### src/rtl/efuse_shadow_load_if.sv
// Autoload / register-interface bundle for efuse_shadow_load.
// master = stimulus/controller side, slave = shadow loader.
interface efuse_shadow_load_if #(
  parameter int NR         = 64,
  parameter int TOTAL_BITS = 256
);
  localparam int SW = (TOTAL_BITS / NR > 1) ? $clog2(TOTAL_BITS / NR) : 1;

  logic                  efuse_autoload_vld;
  logic [NR-1:0]         efuse_autoload_data;
  logic                  efuse_autoload_done;
  logic                  rg_shadow_reload;
  logic                  rg_shadow_ovr_en;
  logic                  rg_shadow_ovr_wr;
  logic [SW-1:0]         rg_shadow_ovr_sel;
  logic [NR-1:0]         rg_shadow_ovr_wdata;
  logic [TOTAL_BITS-1:0] shadow_data;
  logic                  shadow_valid;
  logic                  shadow_chk_err;
  logic                  shadow_cnt_err;
  logic                  shadow_lock;
  logic                  shadow_ovr_blocked;
  logic                  shadow_reload_req;

  modport slave (
    input  efuse_autoload_vld, efuse_autoload_data, efuse_autoload_done,
    input  rg_shadow_reload, rg_shadow_ovr_en, rg_shadow_ovr_wr,
    input  rg_shadow_ovr_sel, rg_shadow_ovr_wdata,
    output shadow_data, shadow_valid, shadow_chk_err, shadow_cnt_err,
    output shadow_lock, shadow_ovr_blocked, shadow_reload_req
  );

  modport master (
    output efuse_autoload_vld, efuse_autoload_data, efuse_autoload_done,
    output rg_shadow_reload, rg_shadow_ovr_en, rg_shadow_ovr_wr,
    output rg_shadow_ovr_sel, rg_shadow_ovr_wdata,
    input  shadow_data, shadow_valid, shadow_chk_err, shadow_cnt_err,
    input  shadow_lock, shadow_ovr_blocked, shadow_reload_req
  );
endinterface

### src/rtl/efuse_shadow_load.sv
// efuse_shadow_load: captures the efuse autoload stream into a shadow bank,
// checks the XOR checksum byte (top byte of the image) and the beat count,
// registers the lock bit, and serves a lock-gated software override plus a
// reload request back to the efuse controller.
// Optional macro SHADOW_DEFAULT_ON_ERR_EN: in ERR the presented image is
// DEFAULT_VAL instead of the bank (the bank itself is kept and still writable).
module efuse_shadow_load #(
  parameter int                    NR          = 64,
  parameter int                    TOTAL_BITS  = 256,
  parameter logic [TOTAL_BITS-1:0] DEFAULT_VAL = '0
) (
  input logic                clk,
  input logic                rst_n,
  efuse_shadow_load_if.slave bus
);
  localparam int NWORD = TOTAL_BITS / NR;
  localparam int NBYTE = NR / 8;
  localparam int CW    = $clog2(NWORD + 1);
  localparam int SW    = (NWORD > 1) ? $clog2(NWORD) : 1;
  localparam logic [CW-1:0] NWORD_C = CW'(NWORD);
  localparam logic [CW-1:0] LAST_C  = CW'(NWORD - 1);

  // Elaboration-time sanity of the geometry.
  if ((TOTAL_BITS % NR) != 0 || (NR % 8) != 0 || NWORD < 2 ||
      $bits(DEFAULT_VAL) != TOTAL_BITS) begin : g_bad_cfg
    $error("efuse_shadow_load: unsupported NR/TOTAL_BITS");
  end

  typedef enum logic [2:0] {IDLE, LOAD, CHECK, DONE, ERR} state_t;

  state_t                      state_q, state_d;
  logic [NWORD-1:0][NR-1:0]    bank_q;
  logic [CW-1:0]               cnt_q;
  logic [7:0]                  xor_q;
  logic                        ovf_q, chk_err_q, cnt_err_q, lock_q;
  logic                        reload_req_q, blocked_q;

  logic result_st, cap, ovf_ev, reload_acc, ovr_acc, ovr_blk;
  logic chk_bad, cnt_bad;

  // XOR of all bytes of a beat; the checksum byte is skipped on the last word.
  function automatic logic [7:0] beat_xor(input logic [NR-1:0] d, input logic last);
    logic [7:0] x;
    x = '0;
    for (int b = 0; b < NBYTE; b++)
      if (!(last && b == NBYTE - 1)) x ^= d[b*8 +: 8];
    return x;
  endfunction

  assign result_st  = (state_q == DONE) || (state_q == ERR);
  assign cap        = bus.efuse_autoload_vld &&
                      ((state_q == IDLE) || (state_q == LOAD && cnt_q < NWORD_C));
  assign ovf_ev     = bus.efuse_autoload_vld && state_q == LOAD && cnt_q == NWORD_C;
  assign reload_acc = bus.rg_shadow_reload && result_st;
  // Reload takes priority: a same-cycle override is dropped without a blocked pulse.
  assign ovr_acc    = bus.rg_shadow_ovr_wr && bus.rg_shadow_ovr_en && result_st &&
                      !lock_q && !reload_acc;
  assign ovr_blk    = bus.rg_shadow_ovr_wr && bus.rg_shadow_ovr_en && !reload_acc &&
                      (!result_st || lock_q);
  assign chk_bad    = xor_q != bank_q[NWORD-1][NR-1 -: 8];
  assign cnt_bad    = (cnt_q != NWORD_C) || ovf_q;

  // State register.
  always_ff @(posedge clk or negedge rst_n) begin
    if (!rst_n) state_q <= IDLE;
    else        state_q <= state_d;
  end

  // Next-state logic; done wins over vld so a same-cycle last beat goes to CHECK.
  always_comb begin
    state_d = state_q;
    case (state_q)
      IDLE:       if (bus.efuse_autoload_done) state_d = CHECK;
                  else if (bus.efuse_autoload_vld) state_d = LOAD;
      LOAD:       if (bus.efuse_autoload_done) state_d = CHECK;
      CHECK:      state_d = (chk_bad || cnt_bad) ? ERR : DONE;
      DONE, ERR:  if (reload_acc) state_d = LOAD;
      default:    state_d = IDLE;
    endcase
  end

  // Outputs derived from state and status registers.
  always_comb begin
    bus.shadow_valid       = (state_q == DONE);
    bus.shadow_chk_err     = chk_err_q;
    bus.shadow_cnt_err     = cnt_err_q;
    bus.shadow_lock        = lock_q;
    bus.shadow_ovr_blocked = blocked_q;
    bus.shadow_reload_req  = reload_req_q;
`ifdef SHADOW_DEFAULT_ON_ERR_EN
    bus.shadow_data        = (state_q == ERR) ? DEFAULT_VAL : bank_q;
`else
    bus.shadow_data        = bank_q;
`endif
  end

  // Bank capture, running checksum, status flags and one-cycle pulses.
  always_ff @(posedge clk or negedge rst_n) begin
    if (!rst_n) begin
      bank_q       <= '0;
      cnt_q        <= '0;
      xor_q        <= '0;
      ovf_q        <= 1'b0;
      chk_err_q    <= 1'b0;
      cnt_err_q    <= 1'b0;
      lock_q       <= 1'b0;
      reload_req_q <= 1'b0;
      blocked_q    <= 1'b0;
    end else begin
      reload_req_q <= reload_acc;
      blocked_q    <= ovr_blk;
      if (reload_acc) begin
        // Bank is left as-is; the new beats overwrite it.
        cnt_q     <= '0;
        xor_q     <= '0;
        ovf_q     <= 1'b0;
        chk_err_q <= 1'b0;
        cnt_err_q <= 1'b0;
        lock_q    <= 1'b0;
      end else begin
        if (cap) begin
          bank_q[cnt_q[SW-1:0]] <= bus.efuse_autoload_data;
          cnt_q                 <= cnt_q + 1'b1;
          xor_q                 <= xor_q ^ beat_xor(bus.efuse_autoload_data, cnt_q == LAST_C);
        end
        if (ovf_ev) ovf_q <= 1'b1;
        if (state_q == CHECK) begin
          chk_err_q <= chk_bad;
          cnt_err_q <= cnt_bad;
          lock_q    <= bank_q[NWORD-1][NR-9];
        end
        // Override touches the bank only; lock and checksum status stay put.
        if (ovr_acc) bank_q[bus.rg_shadow_ovr_sel] <= bus.rg_shadow_ovr_wdata;
      end
    end
  end
endmodule

### src/flat_wrapper.sv
// flat-port wrapper written by rule: the top's interface ports become plain ports
module efuse_shadow_load_flat 
#(
  parameter int                    NR          = 64,
  parameter int                    TOTAL_BITS  = 256,
  parameter logic [TOTAL_BITS-1:0] DEFAULT_VAL = '0
)
  (clk, rst_n, bus_efuse_autoload_vld, bus_efuse_autoload_data, bus_efuse_autoload_done, bus_rg_shadow_reload, bus_rg_shadow_ovr_en, bus_rg_shadow_ovr_wr, bus_rg_shadow_ovr_sel, bus_rg_shadow_ovr_wdata, bus_shadow_data, bus_shadow_valid, bus_shadow_chk_err, bus_shadow_cnt_err, bus_shadow_lock, bus_shadow_ovr_blocked, bus_shadow_reload_req);
  efuse_shadow_load_if #(.NR(NR), .TOTAL_BITS(TOTAL_BITS)) bus_i ();
  input logic clk;
  input logic rst_n;
  input wire logic [$bits(bus_i.efuse_autoload_vld)-1:0] bus_efuse_autoload_vld;
  input wire logic [$bits(bus_i.efuse_autoload_data)-1:0] bus_efuse_autoload_data;
  input wire logic [$bits(bus_i.efuse_autoload_done)-1:0] bus_efuse_autoload_done;
  input wire logic [$bits(bus_i.rg_shadow_reload)-1:0] bus_rg_shadow_reload;
  input wire logic [$bits(bus_i.rg_shadow_ovr_en)-1:0] bus_rg_shadow_ovr_en;
  input wire logic [$bits(bus_i.rg_shadow_ovr_wr)-1:0] bus_rg_shadow_ovr_wr;
  input wire logic [$bits(bus_i.rg_shadow_ovr_sel)-1:0] bus_rg_shadow_ovr_sel;
  input wire logic [$bits(bus_i.rg_shadow_ovr_wdata)-1:0] bus_rg_shadow_ovr_wdata;
  output wire logic [$bits(bus_i.shadow_data)-1:0] bus_shadow_data;
  output wire logic [$bits(bus_i.shadow_valid)-1:0] bus_shadow_valid;
  output wire logic [$bits(bus_i.shadow_chk_err)-1:0] bus_shadow_chk_err;
  output wire logic [$bits(bus_i.shadow_cnt_err)-1:0] bus_shadow_cnt_err;
  output wire logic [$bits(bus_i.shadow_lock)-1:0] bus_shadow_lock;
  output wire logic [$bits(bus_i.shadow_ovr_blocked)-1:0] bus_shadow_ovr_blocked;
  output wire logic [$bits(bus_i.shadow_reload_req)-1:0] bus_shadow_reload_req;
  assign bus_i.efuse_autoload_vld = bus_efuse_autoload_vld;
  assign bus_i.efuse_autoload_data = bus_efuse_autoload_data;
  assign bus_i.efuse_autoload_done = bus_efuse_autoload_done;
  assign bus_i.rg_shadow_reload = bus_rg_shadow_reload;
  assign bus_i.rg_shadow_ovr_en = bus_rg_shadow_ovr_en;
  assign bus_i.rg_shadow_ovr_wr = bus_rg_shadow_ovr_wr;
  assign bus_i.rg_shadow_ovr_sel = bus_rg_shadow_ovr_sel;
  assign bus_i.rg_shadow_ovr_wdata = bus_rg_shadow_ovr_wdata;
  assign bus_shadow_data = bus_i.shadow_data;
  assign bus_shadow_valid = bus_i.shadow_valid;
  assign bus_shadow_chk_err = bus_i.shadow_chk_err;
  assign bus_shadow_cnt_err = bus_i.shadow_cnt_err;
  assign bus_shadow_lock = bus_i.shadow_lock;
  assign bus_shadow_ovr_blocked = bus_i.shadow_ovr_blocked;
  assign bus_shadow_reload_req = bus_i.shadow_reload_req;
  efuse_shadow_load #(.NR(NR), .TOTAL_BITS(TOTAL_BITS), .DEFAULT_VAL(DEFAULT_VAL)) u_core (.clk(clk), .rst_n(rst_n), .bus(bus_i));
endmodule
### config.mk
export PLATFORM = sky130hd
export DESIGN_NAME = efuse_shadow_load_flat
export DESIGN_NICKNAME = d
export VERILOG_FILES = /design/src/rtl/efuse_shadow_load_if.sv /design/src/rtl/efuse_shadow_load.sv /design/src/flat_wrapper.sv
export SDC_FILE = /design/constraint.sdc
export NUM_CORES = 1
export LEC_CHECK = 0
export ABC_AREA = 0
export BUFFER_PORTS_ARGS = -buffer_cell sky130_fd_sc_hd__buf_2
export CAP_MARGIN = 5
export CORE_ASPECT_RATIO = 0.75
export CORE_MARGIN = 2
export CORE_UTILIZATION = 47
export DETAILED_ROUTE_END_ITERATION = 6
export PLACE_DENSITY = 0.77
export SLEW_MARGIN = 20
export SYNTH_ARGS = -nofsm -noshare
export SYNTH_HDL_FRONTEND = slang
export SYNTH_SLANG_ARGS = --single-unit
### constraint.sdc
create_clock -name clk -period 2.1 [get_ports clk]
set_input_delay 0 -clock clk [delete_from_list [all_inputs] [get_ports clk]]
set_output_delay 0 -clock clk [all_outputs]
set_load 0.005 [all_outputs]
# Word-level counts from Yosys, hierarchy flattened
# Index checks and enable logic that the tools add are counted.
# word_totals
reg_bits,276
out_inout_bits,262
wordCells,109
# classes
addsub,1
n_lt_le_gt_ge,5
eq_ne,11
muxes,44
n_bitwise,8
n_reduce_logical,27
# op_table
cell,count
$mux W256,3
$bwmux W256,2
$demux W64 S2,2
$mux W8,19
$mux W64,2
$xor A8 B8 Y8,8
$mux W3,7
$logic_and A1 B1 Y1,13
$pmux W3 S4,1
$eq A3 B2 Y1 const B,3
$mux W1,8
$ne A8 B8 Y1,1
$eq A3 B3 Y1 const B,2
$lt A2 B3 Y1 const B,2
$ne A3 B3 Y1 const B,2
$reduce_bool A2 Y1,3
$logic_or A1 B1 Y1,5
$ge A2 B1 Y1 const B,2
$add A3 B1 Y3 const B,1
$eq A3 B1 Y1 const B,1
$logic_not A1 Y1,3
$logic_not A3 Y1,1
$lt A3 B3 Y1 const B,1
$reduce_and A3 Y1,1
3 further kinds,3

# Longest topological paths before layout
# depth
depth_word,31
ltp_mapped,12

# Least setup slack after synthesis
# Ideal clock, no wire load.
# synth_path
path_kind,flip-flop to flip-flop
start,reg u_core.state_q[2]
end,reg u_core.bank_q (netlist bit u_core.bus.shadow_data[152])
setup_ns,0.122
t_arrival_ns,2.008
required_ns,1.978
path_slack_ns,-0.030
stages_incl_launch_ff,11
path_buffers,3
cell_sequence,dfrtp_1 -> buf_4 -> nand2b_4 -> or2_4 -> inv_2 -> o21ai_0 -> or4_4 -> buf_6 -> buf_8 -> nor2_4 -> a21oi_2
# synth_between
word_cells_on_any_way,17
classes_between,3 x eq/ne; 4 x mux; 10 x reduce/logical
# synth_lines
item,line,source
"start, declared",efuse_shadow_load.sv:31,"state_t state_q, state_d;"
"start signal, assigned",efuse_shadow_load.sv:66,else state_q <= state_d;
$eq A3 B2 Y1 (*),--,
net bus_shadow_valid,flat_wrapper.sv:21,output wire logic [$bits(bus_i.shadow_valid)-1:0] bus_shadow_valid;
$logic_or A1 B1 Y1 (*),efuse_shadow_load.sv:50,assign result_st = (state_q == DONE) || (state_q == ERR);
$logic_and A1 B1 Y1 (on tied branches),"efuse_shadow_load.sv:56, efuse_shadow_load.sv:54",
$logic_and A1 B1 Y1 or $logic_not A1 Y1 (tied branches),"efuse_shadow_load.sv:56, efuse_shadow_load.sv:57",
$logic_and A1 B1 Y1,efuse_shadow_load.sv:57,!lock_q && !reload_acc;
$mux W256,efuse_shadow_load.sv:133,if (ovr_acc) bank_q[bus.rg_shadow_ovr_sel] <= bus.rg_shadow_ovr_wdata;
"end signal, assigned by index",efuse_shadow_load.sv:122,bank_q[cnt_q[SW-1:0]] <= bus.efuse_autoload_data;
"end signal, assigned by index",efuse_shadow_load.sv:133,
"end, declared",efuse_shadow_load.sv:32,logic [NWORD-1:0][NR-1:0] bank_q;
# Mark *: on every way through the listed nets, which the timed path passes. The rest lies on a longest branch. The select of a mux whose other input is x is not followed.
# A chain may end at the register's enable or synchronous reset.

# Worst setup path after layout
# layout_path
start,reg u_core.state_q[2]
end,reg u_core.bank_q (netlist bit u_core.bus.shadow_data[223])
# layout_between
elab_chain_cells,8
word_cells_on_any_way,17
classes_between,3 x eq/ne; 4 x mux; 10 x reduce/logical
# layout_lines
item,line,source
$eq A3 B1 Y1,efuse_shadow_load.sv:52,((state_q == IDLE) || (state_q == LOAD && cnt_q < NWORD_C));
$logic_and A1 B1 Y1,efuse_shadow_load.sv:52,
$logic_or A1 B1 Y1,efuse_shadow_load.sv:52,
$logic_and A1 B1 Y1,efuse_shadow_load.sv:51,assign cap = bus.efuse_autoload_vld &&
$mux W256,efuse_shadow_load.sv:121,if (cap) begin
$mux W256,efuse_shadow_load.sv:112,if (reload_acc) begin
$bwmux W256,efuse_shadow_load.sv:133,
$mux W256,efuse_shadow_load.sv:133,
# Parallel ways exist; a longest one is shown, timed or not. The select of a mux whose other input is x is not followed.

==> impl_metrics.env <==
export IMPL_via_per_inst=5.89
export IMPL_synthFlopType="dfrtp_1"
export IMPL_final_nets=1994
export IMPL_seqCellArea_mm2=0.00691
export IMPL_synthAdderAreaFrac_pct=0.473
export IMPL_die_w_um=198
export IMPL_cap_viol_max_count=0
export IMPL_max_freq_mhz=462
export IMPL_grt_max_degree=79
export IMPL_crit_required_ps=2560
export IMPL_finalHoldViolations=0
export IMPL_netlist_area_mm2=0.0132
export IMPL_async_flop_share_pct=100
export IMPL_synthXorXnorAreaFrac_pct=4.54
export IMPL_final_util_pct=68.7
export IMPL_start_kind="register"
export IMPL_final_cells=2229
export IMPL_period_needed_ps=2160
export IMPL_synth_fp_nets=1433
export IMPL_outcome="complete, but fails checks"
export IMPL_multi_input_area_mm2=0.00613
export IMPL_first_iter_violations=1182
export IMPL_synth_seq_area_share_pct=52.2
export IMPL_clk_latency_ps=550
export IMPL_pin_count=399
export IMPL_setup_slack_ps=-65.0
export IMPL_grt_pass1_vias=12835
export IMPL_final_cell_area_mm2=0.0191
export IMPL_clock_root_buffer="clkbuf_16"
export IMPL_cts_buffer_depth=3
export IMPL_num_fill_cells=1999
export IMPL_drtAntennaViolNets=0
export IMPL_synthCells=1291
export IMPL_cp_end_kind="register"
export IMPL_violations="negative setup slack"
export IMPL_power_leakage_uw=0.00937
export IMPL_cts_max_level=1
export IMPL_antenna_found_initial=0
export IMPL_cts_tree="done"
export IMPL_place_worst_setup_slack_ps=-143
export IMPL_synth_compound_area_share_pct=14.6
export IMPL_route_detailed_drc=0
export IMPL_finalSetupViolations=33
export IMPL_finalWeightedCongestion=0.942
export IMPL_crit_fanout=8
export IMPL_tightest_slew_ps=663
export IMPL_cp_arrival_ps=2630
export IMPL_ys_warnings_count=0
export IMPL_synth_seq_cells=276
export IMPL_cts_buffers=28
export IMPL_dp_cells=2012
export IMPL_grtUsageTotal_pct=32.8
export IMPL_clk_pin_slew_ps=60
export IMPL_synth_area_mux_share_pct=9.69
export IMPL_avgSynthCellArea_um2=10.2
export IMPL_routed_wirelength_um=53700
export IMPL_final_setup_tns_ps=-844
export IMPL_hp_class="in -> async"
export IMPL_ir_drop_uv=786
export IMPL_synth_top_family_by_area="compound AO/OA/AOI/OAI gates"
export IMPL_row_count=53
export IMPL_wl_per_cell_um=24.1
export IMPL_relSlewSlack_pct=55.8
export IMPL_cp_slowest_cell="dfrtp_1"
export IMPL_synth_distinct_cells=48
export IMPL_powerDensity_mw_per_mm2=1340
export IMPL_synth_edf_count=0
export IMPL_vias=13131
export IMPL_fin_crit_sh_pct=103
export IMPL_first_pass_iters=5
export IMPL_cp_slowest_stage_delay_ps=370
export IMPL_coreArea_mm2=0.0279
export IMPL_die_h_um=149
export IMPL_yosys_area_top_type="dfrtp_1"
export IMPL_synthSimpleGateAreaFrac_pct=14.6
export IMPL_rsz0062_at_grt="yes"
export IMPL_crit_type="reg -> reg"
export IMPL_overflow=0
export IMPL_yosys_area_top_type_share_pct=52.2
export IMPL_cp_cell_sequence="nand2b_4 > or2_4 > inv_4 > o21ai_4 > buf_6 > nor4_4 > buf_6 > buf_12 > buf_12 > nand2_1 > o21ai_2"
export IMPL_floorplan_initialDensity_pct=47.5
export IMPL_drive_gt1_share_pct=38.4
export IMPL_grt_pass1_wl_um=74200
export IMPL_hpwl_um=31400
export IMPL_dpl_instance_area_mm2=0.0159
export IMPL_finalMaxSlewViolations=0
export IMPL_synth_area_leaders="dfrtp_1 (52%), mux2i_1 (9.7%), nor2_1 (7.8%)"
export IMPL_port_buffers=398
export IMPL_syn_to_final_growth_pct=44.7
export IMPL_diodes=0
export IMPL_skew_ps=10.1
export IMPL_clock_sinks=276
export IMPL_dieArea_mm2=0.0295
==> sequential cells by signal, summed over array words and instances, names as in the netlist <==
register / flops
u_core.bus.shadow_chk_err: 1
u_core.bus.shadow_cnt_err: 1
u_core.bus.shadow_data: 256
u_core.bus.shadow_lock: 1
u_core.bus.shadow_ovr_blocked: 1
u_core.bus.shadow_reload_req: 1
u_core.cnt_q: 3
u_core.ovf_q: 1
u_core.state_q: 3
u_core.xor_q: 8
==> where the power goes <==
part           switching, µW  internal, µW  total (µW)  leakage (µW)
sequential              1680          7950        9630       0.00322
combinational           5880          5070       11000       0.00571
clock                   2160          2880        5040      0.000448
total                   9720         15900       25600       0.00937
==> synthesized netlist by cell type, types with 8 or more instances <==
| master | instances |
|---|---|
| buf_1 | 15 |
| inv_1 | 8 |
| o211ai_1 | 8 |
| nand2_1 | 74 |
| nor2_1 | 275 |
| a21oi_2 | 64 |
| buf_6 | 14 |
| nor2b_1 | 10 |
| xnor2_1 | 40 |
| o22ai_1 | 129 |
| mux2i_1 | 128 |
| xnor3_1 | 8 |
| o21ai_0 | 65 |
| xor2_1 | 8 |
| clkbuf_1 | 42 |
| nor2_4 | 10 |
| dfrtp_1 | 276 |
| o31ai_1 | 9 |
| nor2_2 | 46 |
==> layout make-up <==
type                    count  share of cell area, %
well taps                 357                   2.33
clock buffers              40                   4.17
inverters                  10                  0.209
repair buffers            618                   24.6
multi-input cells         918                   32.1
clock inverters            10                  0.543
flip-flops and latches    276                   36.1
==> stage by stage <==
stage | hold slack (ps) | power, µW
final | 59.6 | 25600
after global routing | 96.2 | 27000
after CTS | 78.5 | 24700
after detailed placement | 58.9 | 19400
after global placement | 51.5 | 19000
after floorplan | -296 | 14500
==> cells in the final DEF (no fill, tap or decap), types with 3 or more instances in the layout <==
master / synthesis / routed
nor2b_1: 10 / 9
o21ai_1: 3 / 31
buf_4: 4 / 27
nand2_1: 74 / 48
nor2_1: 275 / 269
xnor3_1: 8 / 8
clkbuf_1: 42 / 8
nor2_4: 10 / 14
clkinv_2: 0 / 7
buf_12: 0 / 22
buf_6: 14 / 11
o31ai_1: 9 / 9
buf_16: 0 / 5
ha_1: 5 / 3
a21oi_1: 5 / 5
xnor2_1: 40 / 40
mux2i_1: 128 / 128
nor2_2: 46 / 48
a21oi_2: 64 / 60
xor2_1: 8 / 8
o22ai_1: 129 / 129
clkbuf_8: 0 / 3
nand2_4: 0 / 3
nand2_2: 2 / 25
buf_8: 1 / 8
buf_2: 7 / 397
o21ai_2: 1 / 19
o211ai_1: 8 / 8
clkbuf_16: 0 / 43
dfrtp_1: 276 / 274
dlygate4sd3_1: 0 / 134
o21ai_0: 65 / 18
inv_1: 8 / 8
a21oi_4: 0 / 4
==> critical path, delay by kind of cell (launching register included) <==
| family | cells | cell delay, ps |
|---|---|---|
| compound gates | 2 | 160 |
| flops | 1 | 370 |
| simple gates | 4 | 790 |
| buf+inv | 5 | 740 |
==> metal layers <==
layer / GRT usage (%) / part of all wire [%] / up-vias
li1: - / - / 5605
met1: 42.7 / 39 / 6353
met2: 52.6 / 46 / 975
met3: 8.46 / 11 / 198
met4: 13.0 / 3.9 / 0
met5: 0 / 0 / -
==> repair_timing <==
| item | in CTS | in global routing |
|---|---|---|
| hold buffers | 134 | 0 |
| gates resized for setup | 22 | 138 |
| gates cloned | 3 | 20 |
| endpoints found under the hold margin | 526 | 0 |
| setup buffers | 3 | 8 |
| pin swaps | 0 | 8 |
| endpoints found under the setup margin | 77 | 177 |
==> worst paths after layout <==
check | depth (start not counted) | end | startpoint | slack, ps
setup / recovery | 11 | u_core.bus.shadow_data[223] | u_core.state_q[2] | -60
hold / removal | 2 | u_core.bus.shadow_cnt_err | rst_n | 60
hold reg to reg | 2 | u_core.bus.shadow_data[9] | u_core.bus.shadow_data[9] | 490
max in group asynchronous | 3 | u_core.bus.shadow_data[186] | rst_n | 1300
min in group clk | 6 | u_core.bus.shadow_data[66] | bus_rg_shadow_ovr_sel[0] | 200
setup reg to reg | 11 | u_core.bus.shadow_data[223] | u_core.state_q[2] | -60
==> kinds of logic (layout without fill, tap and decap cells) <==
kind of cell               count (synthesis)  count (layout)
and+or+nand+nor                          437             437
buffers and inverters                     97             678
DFF                                      276             276
AOI/OAI and AO/OA                        292             292
adders and majority gates                  5               5
muxes                                    128             128
xor gates and xnor gates                  56              56
No activity file was read; power rests on OpenSTA's default activity.
